$ cat src/rtl/smpl_hit_tally_pkg.sv
// Shared types for the per-triangle hit tally: record layout, triangle state, lane popcount.
package smpl_tally_pkg;

  localparam int unsigned DEF_TAG_W = 16;
  localparam int unsigned DEF_CNT_W = 24;
  localparam int unsigned MAX_LANES = 16;
  localparam int unsigned LCNT_W    = 5;

  typedef struct packed {
    logic [DEF_TAG_W-1:0] tag;
    logic [DEF_CNT_W-1:0] hits;
    logic [DEF_CNT_W-1:0] samps;
    logic                 sat;
  } tally_rec_t;

  typedef enum logic {TRI_IDLE, TRI_OPEN} tri_state_e;

  function automatic logic [LCNT_W-1:0] popcount_lanes(input logic [MAX_LANES-1:0] v);
    logic [LCNT_W-1:0] n;
    n = '0;
    for (int unsigned i = 0; i < MAX_LANES; i++) n = n + LCNT_W'(v[i]);
    return n;
  endfunction

endpackage

$ cat src/rtl/smpl_hit_tally_if.sv
// Record drain port of the hit tally: valid/ready plus the record fields.
interface smpl_hit_tally_if #(
  parameter int unsigned TAG_W = 16,
  parameter int unsigned CNT_W = 24
);
  logic             rec_valid;
  logic             rec_ready;
  logic [TAG_W-1:0] rec_tag;
  logic [CNT_W-1:0] rec_hits;
  logic [CNT_W-1:0] rec_samps;
  logic             rec_sat;

  modport master (output rec_valid, rec_tag, rec_hits, rec_samps, rec_sat, input rec_ready);
  modport slave  (input rec_valid, rec_tag, rec_hits, rec_samps, rec_sat, output rec_ready);
endinterface

$ cat src/rtl/smpl_hit_tally_fifo.sv
// Synchronous record FIFO; head is read straight from the registered array and zeroed when empty.
module tally_fifo
  import smpl_tally_pkg::*;
#(
  parameter type         T     = tally_rec_t,
  parameter int unsigned DEPTH = 8
) (
  input  logic clk,
  input  logic rst_n,
  input  logic i_push,
  input  T     i_data,
  input  logic i_pop,
  output T     o_data,
  output logic o_full,
  output logic o_empty
);
  localparam int unsigned AW = $clog2(DEPTH);

  T           r_mem [DEPTH];
  logic [AW:0] r_wr;
  logic [AW:0] r_rd;
  logic        w_wr;
  logic        w_rd;

  assign o_empty = (r_wr == r_rd);
  assign o_full  = (r_wr[AW] != r_rd[AW]) && (r_wr[AW-1:0] == r_rd[AW-1:0]);
  assign w_rd    = i_pop && !o_empty;
  // A pop in the same cycle frees the slot, so a push into a full FIFO still lands.
  assign w_wr    = i_push && (!o_full || w_rd);
  assign o_data  = o_empty ? T'('0) : r_mem[r_rd[AW-1:0]];

  always_ff @(posedge clk or negedge rst_n) begin
    if (!rst_n) begin
      r_wr <= '0;
      r_rd <= '0;
    end else begin
      if (w_wr) r_wr <= r_wr + (AW+1)'(1);
      if (w_rd) r_rd <= r_rd + (AW+1)'(1);
    end
  end

  always_ff @(posedge clk) begin
    if (w_wr) r_mem[r_wr[AW-1:0]] <= i_data;
  end

endmodule

$ cat src/rtl/smpl_hit_tally.sv
// Per-triangle hit/sample tally with saturating counters, record FIFO and drop accounting.
// Option: SMPL_TALLY_ZERO_FILTER_EN suppresses records whose hit count is zero.
module smpl_hit_tally
  import smpl_tally_pkg::*;
#(
  parameter int unsigned LANES = 4,
  parameter int unsigned CNT_W = 24,
  parameter int unsigned TAG_W = 16,
  parameter int unsigned DEPTH = 8
) (
  input  logic              clk,
  input  logic              rst,
  input  logic              tri_new,
  input  logic [TAG_W-1:0]  tri_tag,
  input  logic              flush,
  input  logic [LANES-1:0]  samp_valid,
  input  logic [LANES-1:0]  hit_valid,
  smpl_hit_tally_if.master  rec,
  output logic [15:0]       drop_cnt,
  output logic              overflow
);
  localparam int unsigned SUM_W = (CNT_W + 1 > LCNT_W) ? CNT_W + 1 : LCNT_W;

  typedef struct packed {
    logic [TAG_W-1:0] tag;
    logic [CNT_W-1:0] hits;
    logic [CNT_W-1:0] samps;
    logic             sat;
  } rec_t;

  // Returns {saturated, clamped sum}.
  function automatic logic [CNT_W:0] sat_add(input logic [CNT_W-1:0] a, input logic [LCNT_W-1:0] b);
    logic [SUM_W-1:0] s;
    s = SUM_W'(a) + SUM_W'(b);
    if (s > SUM_W'({CNT_W{1'b1}})) return {1'b1, {CNT_W{1'b1}}};
    return {1'b0, s[CNT_W-1:0]};
  endfunction

  tri_state_e       r_state, w_state_nxt;
  logic [TAG_W-1:0] r_tag, w_tag_nxt;
  logic [CNT_W-1:0] r_hits, w_hits_nxt, r_samps, w_samps_nxt;
  logic             r_sat, w_sat_nxt;
  logic [MAX_LANES-1:0] w_hit_ext, w_samp_ext;
  logic [LCNT_W-1:0]    w_nh, w_ns;
  logic [CNT_W:0]   w_ld_h, w_ld_s, w_acc_h, w_acc_s;
  logic             w_close, w_push, w_pop, w_full, w_empty, w_drop;
  rec_t             w_rec, w_head;

  always_comb begin
    w_hit_ext  = '0;
    w_samp_ext = '0;
    w_hit_ext[LANES-1:0]  = hit_valid & samp_valid;
    w_samp_ext[LANES-1:0] = samp_valid;
  end

  assign w_nh    = popcount_lanes(w_hit_ext);
  assign w_ns    = popcount_lanes(w_samp_ext);
  assign w_ld_h  = sat_add('0, w_nh);
  assign w_ld_s  = sat_add('0, w_ns);
  assign w_acc_h = sat_add(r_hits, w_nh);
  assign w_acc_s = sat_add(r_samps, w_ns);

  always_comb begin
    w_state_nxt = r_state;
    w_tag_nxt   = r_tag;
    w_hits_nxt  = r_hits;
    w_samps_nxt = r_samps;
    w_sat_nxt   = r_sat;
    w_close     = 1'b0;
    w_rec       = '{tag: r_tag, hits: r_hits, samps: r_samps, sat: r_sat};
    unique case (r_state)
      TRI_IDLE: ;
      TRI_OPEN: begin
        w_hits_nxt  = w_acc_h[CNT_W-1:0];
        w_samps_nxt = w_acc_s[CNT_W-1:0];
        w_sat_nxt   = r_sat | w_acc_h[CNT_W] | w_acc_s[CNT_W];
        if (flush) begin
          w_close     = 1'b1;
          w_rec       = '{tag: r_tag, hits: w_hits_nxt, samps: w_samps_nxt, sat: w_sat_nxt};
          w_state_nxt = TRI_IDLE;
          w_hits_nxt  = '0;
          w_samps_nxt = '0;
          w_sat_nxt   = 1'b0;
        end
      end
      default: ;
    endcase
    // tri_new overrides flush: the old triangle closes as-is, current lanes seed the new one.
    if (tri_new) begin
      w_close     = (r_state == TRI_OPEN);
      w_rec       = '{tag: r_tag, hits: r_hits, samps: r_samps, sat: r_sat};
      w_state_nxt = TRI_OPEN;
      w_tag_nxt   = tri_tag;
      w_hits_nxt  = w_ld_h[CNT_W-1:0];
      w_samps_nxt = w_ld_s[CNT_W-1:0];
      w_sat_nxt   = w_ld_h[CNT_W] | w_ld_s[CNT_W];
    end
  end

`ifdef SMPL_TALLY_ZERO_FILTER_EN
  assign w_push = w_close && (w_rec.hits != '0);
`else
  assign w_push = w_close;
`endif

  always_ff @(posedge clk or negedge rst) begin
    if (!rst) begin
      r_state <= TRI_IDLE;
      r_tag   <= '0;
      r_hits  <= '0;
      r_samps <= '0;
      r_sat   <= 1'b0;
    end else begin
      r_state <= w_state_nxt;
      r_tag   <= w_tag_nxt;
      r_hits  <= w_hits_nxt;
      r_samps <= w_samps_nxt;
      r_sat   <= w_sat_nxt;
    end
  end

  assign w_pop  = !w_empty && rec.rec_ready;
  assign w_drop = w_push && w_full && !w_pop;

  always_ff @(posedge clk or negedge rst) begin
    if (!rst) begin
      drop_cnt <= '0;
      overflow <= 1'b0;
    end else if (w_drop) begin
      if (drop_cnt != '1) drop_cnt <= drop_cnt + 16'd1;
      overflow <= 1'b1;
    end
  end

  tally_fifo #(.T(rec_t), .DEPTH(DEPTH)) u_fifo (
    .clk    (clk),
    .rst_n  (rst),
    .i_push (w_push),
    .i_data (w_rec),
    .i_pop  (w_pop),
    .o_data (w_head),
    .o_full (w_full),
    .o_empty(w_empty)
  );

  assign rec.rec_valid = !w_empty;
  assign rec.rec_tag   = w_head.tag;
  assign rec.rec_hits  = w_head.hits;
  assign rec.rec_samps = w_head.samps;
  assign rec.rec_sat   = w_head.sat;

endmodule
$ cat src/flat_wrapper.sv
// flat-port wrapper written by rule: the top's interface ports become plain ports
module smpl_hit_tally_flat import smpl_tally_pkg::*;
#(
  parameter int unsigned LANES = 4,
  parameter int unsigned CNT_W = 24,
  parameter int unsigned TAG_W = 16,
  parameter int unsigned DEPTH = 8
)
  (clk, rst, tri_new, tri_tag, flush, samp_valid, hit_valid, drop_cnt, overflow, rec_rec_valid, rec_rec_tag, rec_rec_hits, rec_rec_samps, rec_rec_sat, rec_rec_ready);
  smpl_hit_tally_if #(.TAG_W(TAG_W), .CNT_W(CNT_W)) rec_i ();
  input  logic clk;
  input  logic rst;
  input  logic tri_new;
  input  logic [TAG_W-1:0] tri_tag;
  input  logic flush;
  input  logic [LANES-1:0] samp_valid;
  input  logic [LANES-1:0] hit_valid;
  output logic [15:0] drop_cnt;
  output logic overflow;
  output wire logic [$bits(rec_i.rec_valid)-1:0] rec_rec_valid;
  output wire logic [$bits(rec_i.rec_tag)-1:0] rec_rec_tag;
  output wire logic [$bits(rec_i.rec_hits)-1:0] rec_rec_hits;
  output wire logic [$bits(rec_i.rec_samps)-1:0] rec_rec_samps;
  output wire logic [$bits(rec_i.rec_sat)-1:0] rec_rec_sat;
  input wire logic [$bits(rec_i.rec_ready)-1:0] rec_rec_ready;
  assign rec_rec_valid = rec_i.rec_valid;
  assign rec_rec_tag = rec_i.rec_tag;
  assign rec_rec_hits = rec_i.rec_hits;
  assign rec_rec_samps = rec_i.rec_samps;
  assign rec_rec_sat = rec_i.rec_sat;
  assign rec_i.rec_ready = rec_rec_ready;
  smpl_hit_tally #(.LANES(LANES), .CNT_W(CNT_W), .TAG_W(TAG_W), .DEPTH(DEPTH)) u_core (.clk(clk), .rst(rst), .tri_new(tri_new), .tri_tag(tri_tag), .flush(flush), .samp_valid(samp_valid), .hit_valid(hit_valid), .rec(rec_i), .drop_cnt(drop_cnt), .overflow(overflow));
endmodule
$ cat config.mk
export PLATFORM = sky130hd
export DESIGN_NAME = smpl_hit_tally_flat
export DESIGN_NICKNAME = d
export VERILOG_FILES = /design/src/rtl/smpl_hit_tally_pkg.sv /design/src/rtl/smpl_hit_tally_if.sv /design/src/rtl/smpl_hit_tally_fifo.sv /design/src/rtl/smpl_hit_tally.sv /design/src/flat_wrapper.sv
export SDC_FILE = /design/constraint.sdc
export NUM_CORES = 1
export LEC_CHECK = 0
export ABC_AREA = 1
export BUFFER_PORTS_ARGS = -buffer_cell sky130_fd_sc_hd__buf_2
export CAP_MARGIN = 5
export CORE_UTILIZATION = 60
export CTS_CLUSTER_DIAMETER = 60
export DETAILED_ROUTE_END_ITERATION = 16
export PLACE_DENSITY = 0.86
export SLEW_MARGIN = 25
export SYNTH_ARGS = -nofsm -noshare
export SYNTH_HDL_FRONTEND = slang
export SYNTH_SLANG_ARGS = --single-unit
$ cat constraint.sdc
create_clock -name clk -period 6.6 [get_ports clk]
set_input_delay 1.32 -clock clk [delete_from_list [all_inputs] [get_ports clk]]
set_output_delay 1.32 -clock clk [all_outputs]
set_load 0.02 [all_outputs]
# [Yosys cells after proc, flatten, opt, wreduce, memory -nomap -nowiden]
# Memories as Yosys holds them, arrays and structs flattened.
# Index checks and enable logic that the tools add are counted.
[classes] order_cmp=4 reduce_logical=12 shift=0 n_mul=0 add_sub_neg=11 mux=33 bitwise_logic=4 n_div=0 eq_ne=4
[ops] operator="2-to-1 mux 25 bit" count=8
[ops] operator="2-to-1 mux 49 bit" count=3
[ops] operator="2-to-1 mux 24 bit" count=6
[ops] operator="2-to-1 mux 65 bit" count=1
[ops] operator="adder 24 x 5 -> 25 bit" count=2
[ops] operator="greater-than comparator 25 x 24 -> 1 bit, second input constant" count=2
[ops] operator="greater-than comparator 5 x 24 -> 1 bit, second input constant" count=2
[ops] operator="adder 5 x 1 -> 5 bit" count=4
[ops] operator="adder 16 x 1 -> 16 bit, second input constant" count=1
[ops] operator="inequality test 16 bit, second input constant" count=1
[ops] operator="2-to-1 mux 1 bit" count=15
[ops] operator="adder 4 x 1 -> 4 bit, second input constant" count=2
[ops] operator="logical AND 1 bit" count=6
[ops] operator="adder 1 x 1 -> 2 bit" count=2
[ops] operator="bitwise AND 4 bit" count=1
[ops] operator="equality test 4 bit" count=1
[ops] operator="equality test 3 bit" count=1
[ops] operator="zero test 1 bit" count=3
[ops] operator="OR 1 bit" count=3
[ops] operator="AND reduction 2 bit" count=1
[ops] operator="nonzero test 2 bit" count=1
[ops] operator="logical OR 1 bit" count=1
[ops] operator="inequality test 1 bit" count=1
[word_totals] ramBits=520 register_bits=91 input_bits=29 romBits=0 latchBits=0 mem_count=1
[memory_table] memory="u_core.u_fifo.r_mem" depth=8 word_bits=65 read_ports=1 rd_ports_with_merged_regs=0 wr=1 line_no="smpl_hit_tally_fifo.sv:19" text="T r_mem [DEPTH];"

# [Longest topological paths before layout]
# Gate-level depths: netlist of run 1.
[depth] depth_word=13 ltp_mapped=17

# [By module]
# A second synthesis of run 1 with hierarchy kept.
[hier_totals] hier_cells=2558 hier_area_um2=26783.2
[modules_own_cells] mod="tally_fifo" seq_area_each_um2=15815.2 n_inst=1 area_per_inst_um2=20793.7 cells_per_inst=1620
[modules_own_cells] mod="smpl_hit_tally" seq_area_each_um2=2077.0 n_inst=1 area_per_inst_um2=5989.5 cells_per_inst=938

# [Worst setup path after synthesis of run 1]
# No wires, ideal clock.
[synth_path] path_type="input -> register" startpoint="input tri_new" endpoint="memory u_core.u_fifo.r_mem[1][0] (netlist name) (enable)" arrival_time_ns=4.810 path_slack_ns=1.301 path_stages=7 t_required_ns=6.112 cell_sequence="buf_2 -> nor2_1 -> nor2_1 -> inv_1 -> nor2_1 -> nand2_1 -> nor2_1"
[synth_between] elab_chain_len=4
[synth_lines] item="start, declared" line_no="flat_wrapper.sv:13" text="input logic tri_new;"
[synth_lines] item="2-to-1 mux 1 bit" line_no="smpl_hit_tally.sv:89" text="if (tri_new) begin"
[synth_lines] item="logical AND 1 bit" line_no="smpl_hit_tally_fifo.sv:29" text="assign w_wr = i_push && (!o_full || w_rd);"
[synth_lines] item="2-to-1 mux 1 bit" line_no="smpl_hit_tally_fifo.sv:43" text="if (w_wr) r_mem[r_wr[AW-1:0]] <= i_data;"
[synth_lines] item="2-to-1 mux 1 bit (implied by the code)" line_no="smpl_hit_tally_fifo.sv:43"
[synth_lines] item="end, declared" line_no="smpl_hit_tally_fifo.sv:19"
# Every way passes these cells.

# [Final worst setup path of run 1]
[layout_path] startpoint="register u_core.u_fifo.r_rd[0]" endpoint="output rec_rec_hits[2]"
[layout_between] elab_chain_len=2 elab_cells_between_ends=3
[layout_lines] item="start, declared" line_no="smpl_hit_tally_fifo.sv:21" text="logic [AW:0] r_rd;"
[layout_lines] item="start signal, assigned" line_no="smpl_hit_tally_fifo.sv:38" text="if (w_rd) r_rd <= r_rd + (AW+1)'(1);"
[layout_lines] item="memory (8 x 65 bit) or equality test 4 bit (tied branches)"
[layout_lines] item="2-to-1 mux 65 bit *" line_no="smpl_hit_tally_fifo.sv:30" text="assign o_data = o_empty ? T'('0) : r_mem[r_rd[AW-1:0]];"
[layout_lines] item="end, declared" line_no="flat_wrapper.sv:22" text="output wire logic [$bits(rec_i.rec_hits)-1:0] rec_rec_hits;"
# Every way passes the cells marked *; elsewhere a longest branch is shown, timed or not.

==> results by group, run 1 <==
Synth
  – Area leader, netlist: edfxtp_1
  – Post-Synth Simple-Gate Area: 0.157
  – Top cell type's share of synthesized area: 0.592
  – Post-synth EDFFs: 520
  – Mapped Cells: 2460
  – Synthesized area per cell: approximately 11 µm²
  – Synth warnings: 0
  – Register area share after synthesis: 0.678
  – XOR/XNOR Fraction of Synth Area: 0.0115
  – Synth top area cells: edfxtp_1 59%, dfrtp_1 8.6%, o21ai_0 6.9%, nand2_1 6.8%, nor2_1 6.7%
  – Syn Nets: roughly 2.5k
  – Largest family of logic cells by synthesized area: simple AND/OR/NAND/NOR gates
  – Synth unique cells: 39
  – Yosys reg bits: 611
  – Adder-Cell Fraction of Synth Area: 0.00920
  – Compound-cell area share of the yosys netlist: 0.107
  – Top FF cell, synth: edfxtp_1
  – Ys async rst share: 0.149
  – Post-synthesis mux area share: 0
  – Synth Cell Area: 26400 µm²

Detailed routing
  – Pre-antenna DRT Iters: 6
  – Wire per inst: 20.9 µm
  – DR iter-0 viols: 2467
  – Drc violations: 0
  – Post-Route WL: 66100 µm
  – Vias: 19.4k
  – Post-route ant nets: 0
  – Vias per cell: 6.15

Power and ir drop
  – Power Total: 13.2 mW
  – Share of total power in the clock network: 0.266
  – Sw Ratio: 0.389
  – P_sw: 5.12 mW
  – Pwr/cell area: roughly 450 nW/µm²
  – Worst vdd ir: between 300 and 400 µV
  – Leakage Power: approximately 11 nW
  – Reg power frac: 0.385
  – Combinational Power Share: 0.349
  – Internal: around 8.0 mW

Clock network
  – CTS Buf Count: 59
  – Setup bufs post-CTS: 0
  – CTS H-tree lvls: 2
  – Clock sink count: roughly 610
  – Worst skew pair latency: 0.64 ns
  – CTS tree: done
  – Root Buffer: clkbuf_16
  – Clock Tree Buf Depth: 3
  – PostCTS Resize Cnt: 0
  – Clk slew on worst S/H paths: around 0.070 ns
  – Hold Buf Count CTS: 0

Timing
  – Clock Skew: approximately 0.045 ns
  – Relative slew slack: 0.263
  – Setup Viol. Count Final: 0
  – Unrepaired setup endpoints after global routing: false
  – Min cycle time layout: 5.12 ns
  – Measured slew at the worst slew-check pin: 1.10 ns
  – Final number of hold-violating endpoints: 0
  – Total Neg Setup Slack: 0 ns
  – Fin. max-slew vios: 0
  – Fmax: 195 MHz
  – Final Worst Setup Slack: roughly 1.5 ns
  – Final period utilization: 0.775

Worst hold path
  – HP Class: flop to flop

Finish
  – Util after Layout: 0.682
  – Antenna diodes: 0
  – Share of cells above drive strength 1: 0.109
  – Fill count: 2802
  – Area growth syn-to-layout: 11.7%
  – NumNets Final: about 2.6k

Floorplan
  – Row Count: 76
  – Chip width: around 210 µm
  – Core footprint: 43300 µm²
  – I/O pin cnt: ~110
  – Initial Util: 0.610
  – Die footprint: 44800 µm²
  – Die H: 212 µm

Worst setup path
  – Startpoint types: flop
  – Crit path kind: flop to primary output
  – CP required: 5.28 ns
  – Critical Path AT: 3.80 ns
  – Largest fanout on the critical path: 77
  – Crit end category: primary output

Run status
  – Outcome: completed

Placed design
  – GPL Wtd Cong: 0.962
  – DP Wirelength: 35100 µm
  – Pre-CTS setup slack: 1.69 ns
  – Buffers on Ports: 111

Flow run
  – Number of max-cap violations: 0

GRT
  – First-pass GRT wire length: 101000 µm
  – Tot GR Track Use: 0.295
  – Largest net degree at the start of global routing: 155
  – Initial antenna violation count: 2
  – Overflow after GRT: 0
  – Via count of the first global-routing pass: 19.3k
[cell families after synthesis]
logic type / count (synthesis)
xor gates and xnor gates: 33
DFF: 611
and+or+nand+nor: 1043
buffers and inverters: 229
AOI/OAI and AO/OA: 527
adders and majority gates: 17
[metrics by stage]
stage                     cells  area, µm²  hold WS (ns)
after detailed placement   3046      27400         0.463
after global routing       3158      29500         0.513
after CTS                  3158      29500         0.485
after global placement     3044      27400         0.454
final                      3158      29500         0.482
after floorplan            2460      26400         0.476
[critical path, stage by stage, from the launching register on]
cell and delay, ns:
dfrtp_4 1.04, xnor2_2 0.15, nand2_2 0.13, nor2_4 0.05
nand2_4 0.78, o21ai_0 0.30, a31oi_1 0.42, buf_2 0.25
[synth_stat cells (20+ instances only)]
library cell,n
nand2_1,475
clkbuf_1,78
buf_2,43
nor2_1,472
edfxtp_1,520
dfrtp_1,91
o21ai_0,362
o21ai_1,23
nand3_1,48
o22ai_1,65
a31oi_1,65
xor2_1,20
inv_1,89
[area by class of cell]
class / count / area, µm² / share of cell area
inverter: 93 / 364 / 0.0123
clock inverter: 40 / 479 / 0.0163
clock buffer: 72 / 1560 / 0.0527
sequential: 611 / 17900 / 0.607
timing repair buffer: 137 / 851 / 0.0289
multi-input combinational: 1620 / 7610 / 0.258
tap: 585 / 732 / 0.0248
[cells in the final DEF (no fill, tap or decap), types with 3 or more instances in the layout]
master	instances
clkbuf_16	59
o21ai_0	362
ha_1	13
clkinvlp_4	4
o21bai_1	4
nor3_1	9
nand2_1	475
inv_6	5
nor2_4	11
nand3_1	48
nand2_2	9
buf_2	110
bufinv_16	8
a22oi_1	5
buf_12	5
fa_1	4
or2_2	4
xor2_1	20
a31oi_1	65
edfxtp_1	520
o21ai_1	23
clkinv_2	15
clkinv_1	6
clkbuf_1	10
nand3_2	7
inv_1	88
o22ai_1	65
nor2_1	463
xnor2_1	11
clkbuf_8	3
buf_4	18
nand4_1	7
dfrtp_1	89
[power groups by stage]
stage | Clock, mW | Sequential [mW] | Combinational, mW
floorplan | 0 | 5.00 | 3.06
global placement | 0 | 5.09 | 4.32
detailed placement | 0 | 5.12 | 4.48
CTS | 3.52 | 5.05 | 4.55
global route | 3.67 | 5.10 | 4.94
finish | 3.50 | 5.07 | 4.60
[state kept, by name (all words and copies together) (netlist names)]
name / flops
u_core.overflow: 1
u_core.u_fifo.r_wr: 4
u_core.r_sat: 1
u_core.drop_cnt: 16
u_core.r_samps: 24
u_core.r_tag: 16
u_core.r_hits: 24
u_core.u_fifo.r_mem: 520
u_core.r_state: 1
u_core.u_fifo.r_rd: 4
[routing by layer]
layer	global-route usage	part of all wire	up-vias
li1	-	-	8648
met1	0.376	0.37	9294
met2	0.486	0.48	1268
met3	0.0558	0.11	219
met4	0.146	0.039	2
met5	0	0.000061	-
[final timing paths]
path | from | endpoint | slack (ns) | cells after the start
max | u_core.u_fifo.r_rd[0] | rec_rec_hits[2] | 1.48 | 7
min | u_core.overflow | u_core.overflow | 0.48 | 1
min in group asynchronous | rst | u_core.drop_cnt[6] | 0.73 | 1
min reg2reg | u_core.overflow | u_core.overflow | 0.48 | 1
max in group asynchronous | rst | u_core.u_fifo.r_rd[1] | 4.57 | 2
max reg2reg | u_core.u_fifo.r_rd[0] | u_core.u_fifo.r_mem[2][23] | 3.01 | 8
No activity file was read; power rests on OpenSTA's default activity.
==> run 2: changes to the inputs <==
--- a/config.mk
+++ b/config.mk
@@ -8,10 +8,10 @@
 export ABC_AREA = 1
 export BUFFER_PORTS_ARGS = -buffer_cell sky130_fd_sc_hd__buf_2
 export CAP_MARGIN = 5
-export CORE_UTILIZATION = 60
+export CORE_UTILIZATION = 56
 export CTS_CLUSTER_DIAMETER = 60
 export DETAILED_ROUTE_END_ITERATION = 16
-export PLACE_DENSITY = 0.86
+export PLACE_DENSITY = 0.84
 export SLEW_MARGIN = 25
 export SYNTH_ARGS = -nofsm -noshare
 export SYNTH_HDL_FRONTEND = slang
==> constraint.sdc (replaced) <==
create_clock -name clk -period 4.15 [get_ports clk]
set_input_delay 0.83 -clock clk [delete_from_list [all_inputs] [get_ports clk]]
set_output_delay 0.83 -clock clk [all_outputs]
set_load 0.02 [all_outputs]
==> results by group, run 2 (synthesis results as in run 1) <==
Placed design
  – DP Wirelength: 36700 µm (+4.3%)
  – GPL Wtd Cong: 0.940 (-2.3%)
  – Dpl cells: 3093 (+1.5%)
  – Buffers on Ports: 111 (unchanged)

Clock network
  – Clk slew on worst S/H paths: 0.06 ns (about the same)
  – PostCTS Resize Cnt: 0 (unchanged)
  – CTS H-tree lvls: 2 (unchanged)
  – Hold Buf Count CTS: 0 (unchanged)
  – CTS tree: done
  – Worst skew pair latency: 0.65 ns (about the same)
  – Root Buffer: clkbuf_16
  – Setup bufs post-CTS: 0 (unchanged)
  – CTS Buf Count: 60 (+1.7%)
  – Clock Tree Buf Depth: 3 (unchanged)
  – Clock sink count: 611 (unchanged)

Finish
  – Area growth syn-to-layout: 12.7%
  – Util after Layout: 0.639 (-0.0424)
  – Register area: 17900 µm² (unchanged)
  – Commonest non-fill, non-tap cell in the layout: edfxtp_1
  – Non-filler cells, final: 3208 (+1.6%)
  – Multi-input gate area: 7600 µm² (about the same)
  – Share of cells above drive strength 1: 0.117 (+0.00771)
  – Fill count: 3279 (+17%)
  – Max FFs per register: 520 (unchanged)
  – Most frequent cells in the layout: 520 x edfxtp_1, 475 x nand2_1, 463 x nor2_1, 362 x o21ai_0, 110 x buf_2
  – NumNets Final: 2594 (+1.0%)

Floorplan
  – Core footprint: 46600 µm² (+7.6%)
  – Row Count: 79 (+3.9%)
  – Initial Util: 0.567 (-0.0431)
  – I/O pin cnt: 112 (unchanged)
  – Die H: 219 µm (+3.5%)
  – Die footprint: 48000 µm² (+7.1%)
  – Chip width: 219 µm (+3.5%)

Timing
  – Final period utilization: 0.932
  – Hold WS: 0.214 ns (-0.269 ns)
  – Unrepaired setup endpoints after global routing: false
  – Total Neg Setup Slack: 0 ns (unchanged)
  – Final number of hold-violating endpoints: 0 (unchanged)
  – Min cycle time layout: 3.87 ns
  – Measured slew at the worst slew-check pin: 0.910 ns (-0.195 ns)
  – Clock Skew: 0.0529 ns (+0.00765 ns)
  – Setup Viol. Count Final: 0 (unchanged)
  – Relative slew slack: 0.387 (+0.123)
  – Fmax: around 260 MHz
  – Fin. max-slew vios: 0 (unchanged)

Power and ir drop
  – Reg power frac: 0.373 (-0.012)
  – Internal: 13.0 mW (+61%)
  – Sw Ratio: 0.383 (-0.00629)
  – Share of total power in the clock network: 0.266 (about the same)
  – Pwr/cell area: 707 nW/µm² (+58%)
  – P_sw: 8.05 mW (+57%)
  – Power Total: 21.0 mW (+60%)
  – Leakage Power: 11.3 nW (+1.3%)
  – Worst vdd ir: 644 µV (+97%)
  – Combinational Power Share: 0.360 (+0.011)

Detailed routing
  – Post-route ant nets: 0 (unchanged)
  – Vias per cell: 6.01 (-2.3%)
  – DR iter-0 viols: 2188 (-11%)
  – Drc violations: 0 (unchanged)
  – Pre-antenna DRT Iters: 6 (unchanged)
  – Vias: 19.3k (-0.78%)
  – Wire per inst: 20.1 µm (-4.1%)
  – Post-Route WL: 64400 µm (-2.6%)

GRT
  – First-pass GRT wire length: 99900 µm (-1.3%)
  – Overflow after GRT: 0 (unchanged)
  – Largest net degree at the start of global routing: 211 (+36%)
  – Tot GR Track Use: 0.269 (-0.0251)
  – Initial antenna violation count: 1 (-1)
  – Via count of the first global-routing pass: 19.1k (-1.1%)

Worst setup path
  – Crit path cell chain: buf_12, o21ai_0, o22ai_1, o21ai_0, a31oi_1, buf_2
  – Largest fanout on the critical path: 210 (+170%)
  – R2r worst-path depth: 8 (unchanged)
  – Cell mode on critical path: o21ai_0
  – Critical Path Stages: 6 (-1)
  – Crit end category: primary output
  – CP required: 3.32 ns (-1.96 ns)
  – Slowest cell on crit path: buf_12
  – Delay-heaviest family, CP: compound AO/OA/AOI/OAI gates
  – Worst R2R Setup Slack: 1.41 ns (-1.60 ns)
  – Startpoint types: flop
  – Crit path kind: flop to primary output
  – Max incr delay on CP: 0.66 ns (-0.38 ns)
  – Critical Path AT: 3.04 ns (-0.76 ns)
  – CP bufs+invs: 2 (+1)

Worst hold path
  – HP Class: input pin to async pin

Run status
  – Outcome: completed

Flow run
  – Number of max-cap violations: 0 (unchanged)
run 2: worst paths after layout:
check	start	endpoint
max	u_core.u_fifo.r_rd[0]	rec_rec_hits[15]
min	rst	u_core.drop_cnt[2]
max reg2reg	u_core.u_fifo.r_rd[0]	u_core.u_fifo.r_mem[2][38]
min reg2reg	u_core.overflow	u_core.overflow
max in group asynchronous	rst	u_core.r_samps[13]
min in group clk	tri_tag[0]	u_core.r_tag[0]
run 2: worst register-to-register path, cell delays in order, from the launching register on:
cell and delay [ns]:
dfrtp_4 0.54, xnor2_2 0.16, nand2_2 0.10, nor2_4 0.05, nand3_2 0.16, nand2_1 0.17, or2_2 0.42, nor2_4 0.12
buf_4 0.58
run 2: cell type report:
class                   count  area share
repair buffers            162      0.0359
multi-input cells        1620       0.255
inverters                  93      0.0121
diodes                      1   0.0000841
clock buffers              75      0.0540
well taps                 607      0.0255
flip-flops and latches    611       0.601
clock inverters            39      0.0154
run 2: power groups by stage:
stage	clock, mW	combinational [mW]	sequential [mW]
finish	5.61	7.58	7.86
global route	5.89	8.20	7.91
CTS	5.65	7.56	7.85
detailed placement	0	7.49	7.96
global placement	0	7.24	7.92
floorplan	0	4.87	7.93
run 2: through the flow:
stage | area [µm²] | setup WS (ns)
global placement | 27700 | 0.161
finish | 29800 | 0.281
global route | 29800 | 0.175
CTS | 29800 | 0.267
floorplan | 26400 | -0.659
detailed placement | 27700 | 0.00275
run 2: layer usage:
layer / up-vias / routed length [µm] / global-route usage
met3: 166 / 6070 / 0.0420
met2: 1108 / 31300 / 0.449
met5: - / 0 / 0
met1: 9283 / 24800 / 0.352
met4: 0 / 2150 / 0.114
li1: 8723 / - / -
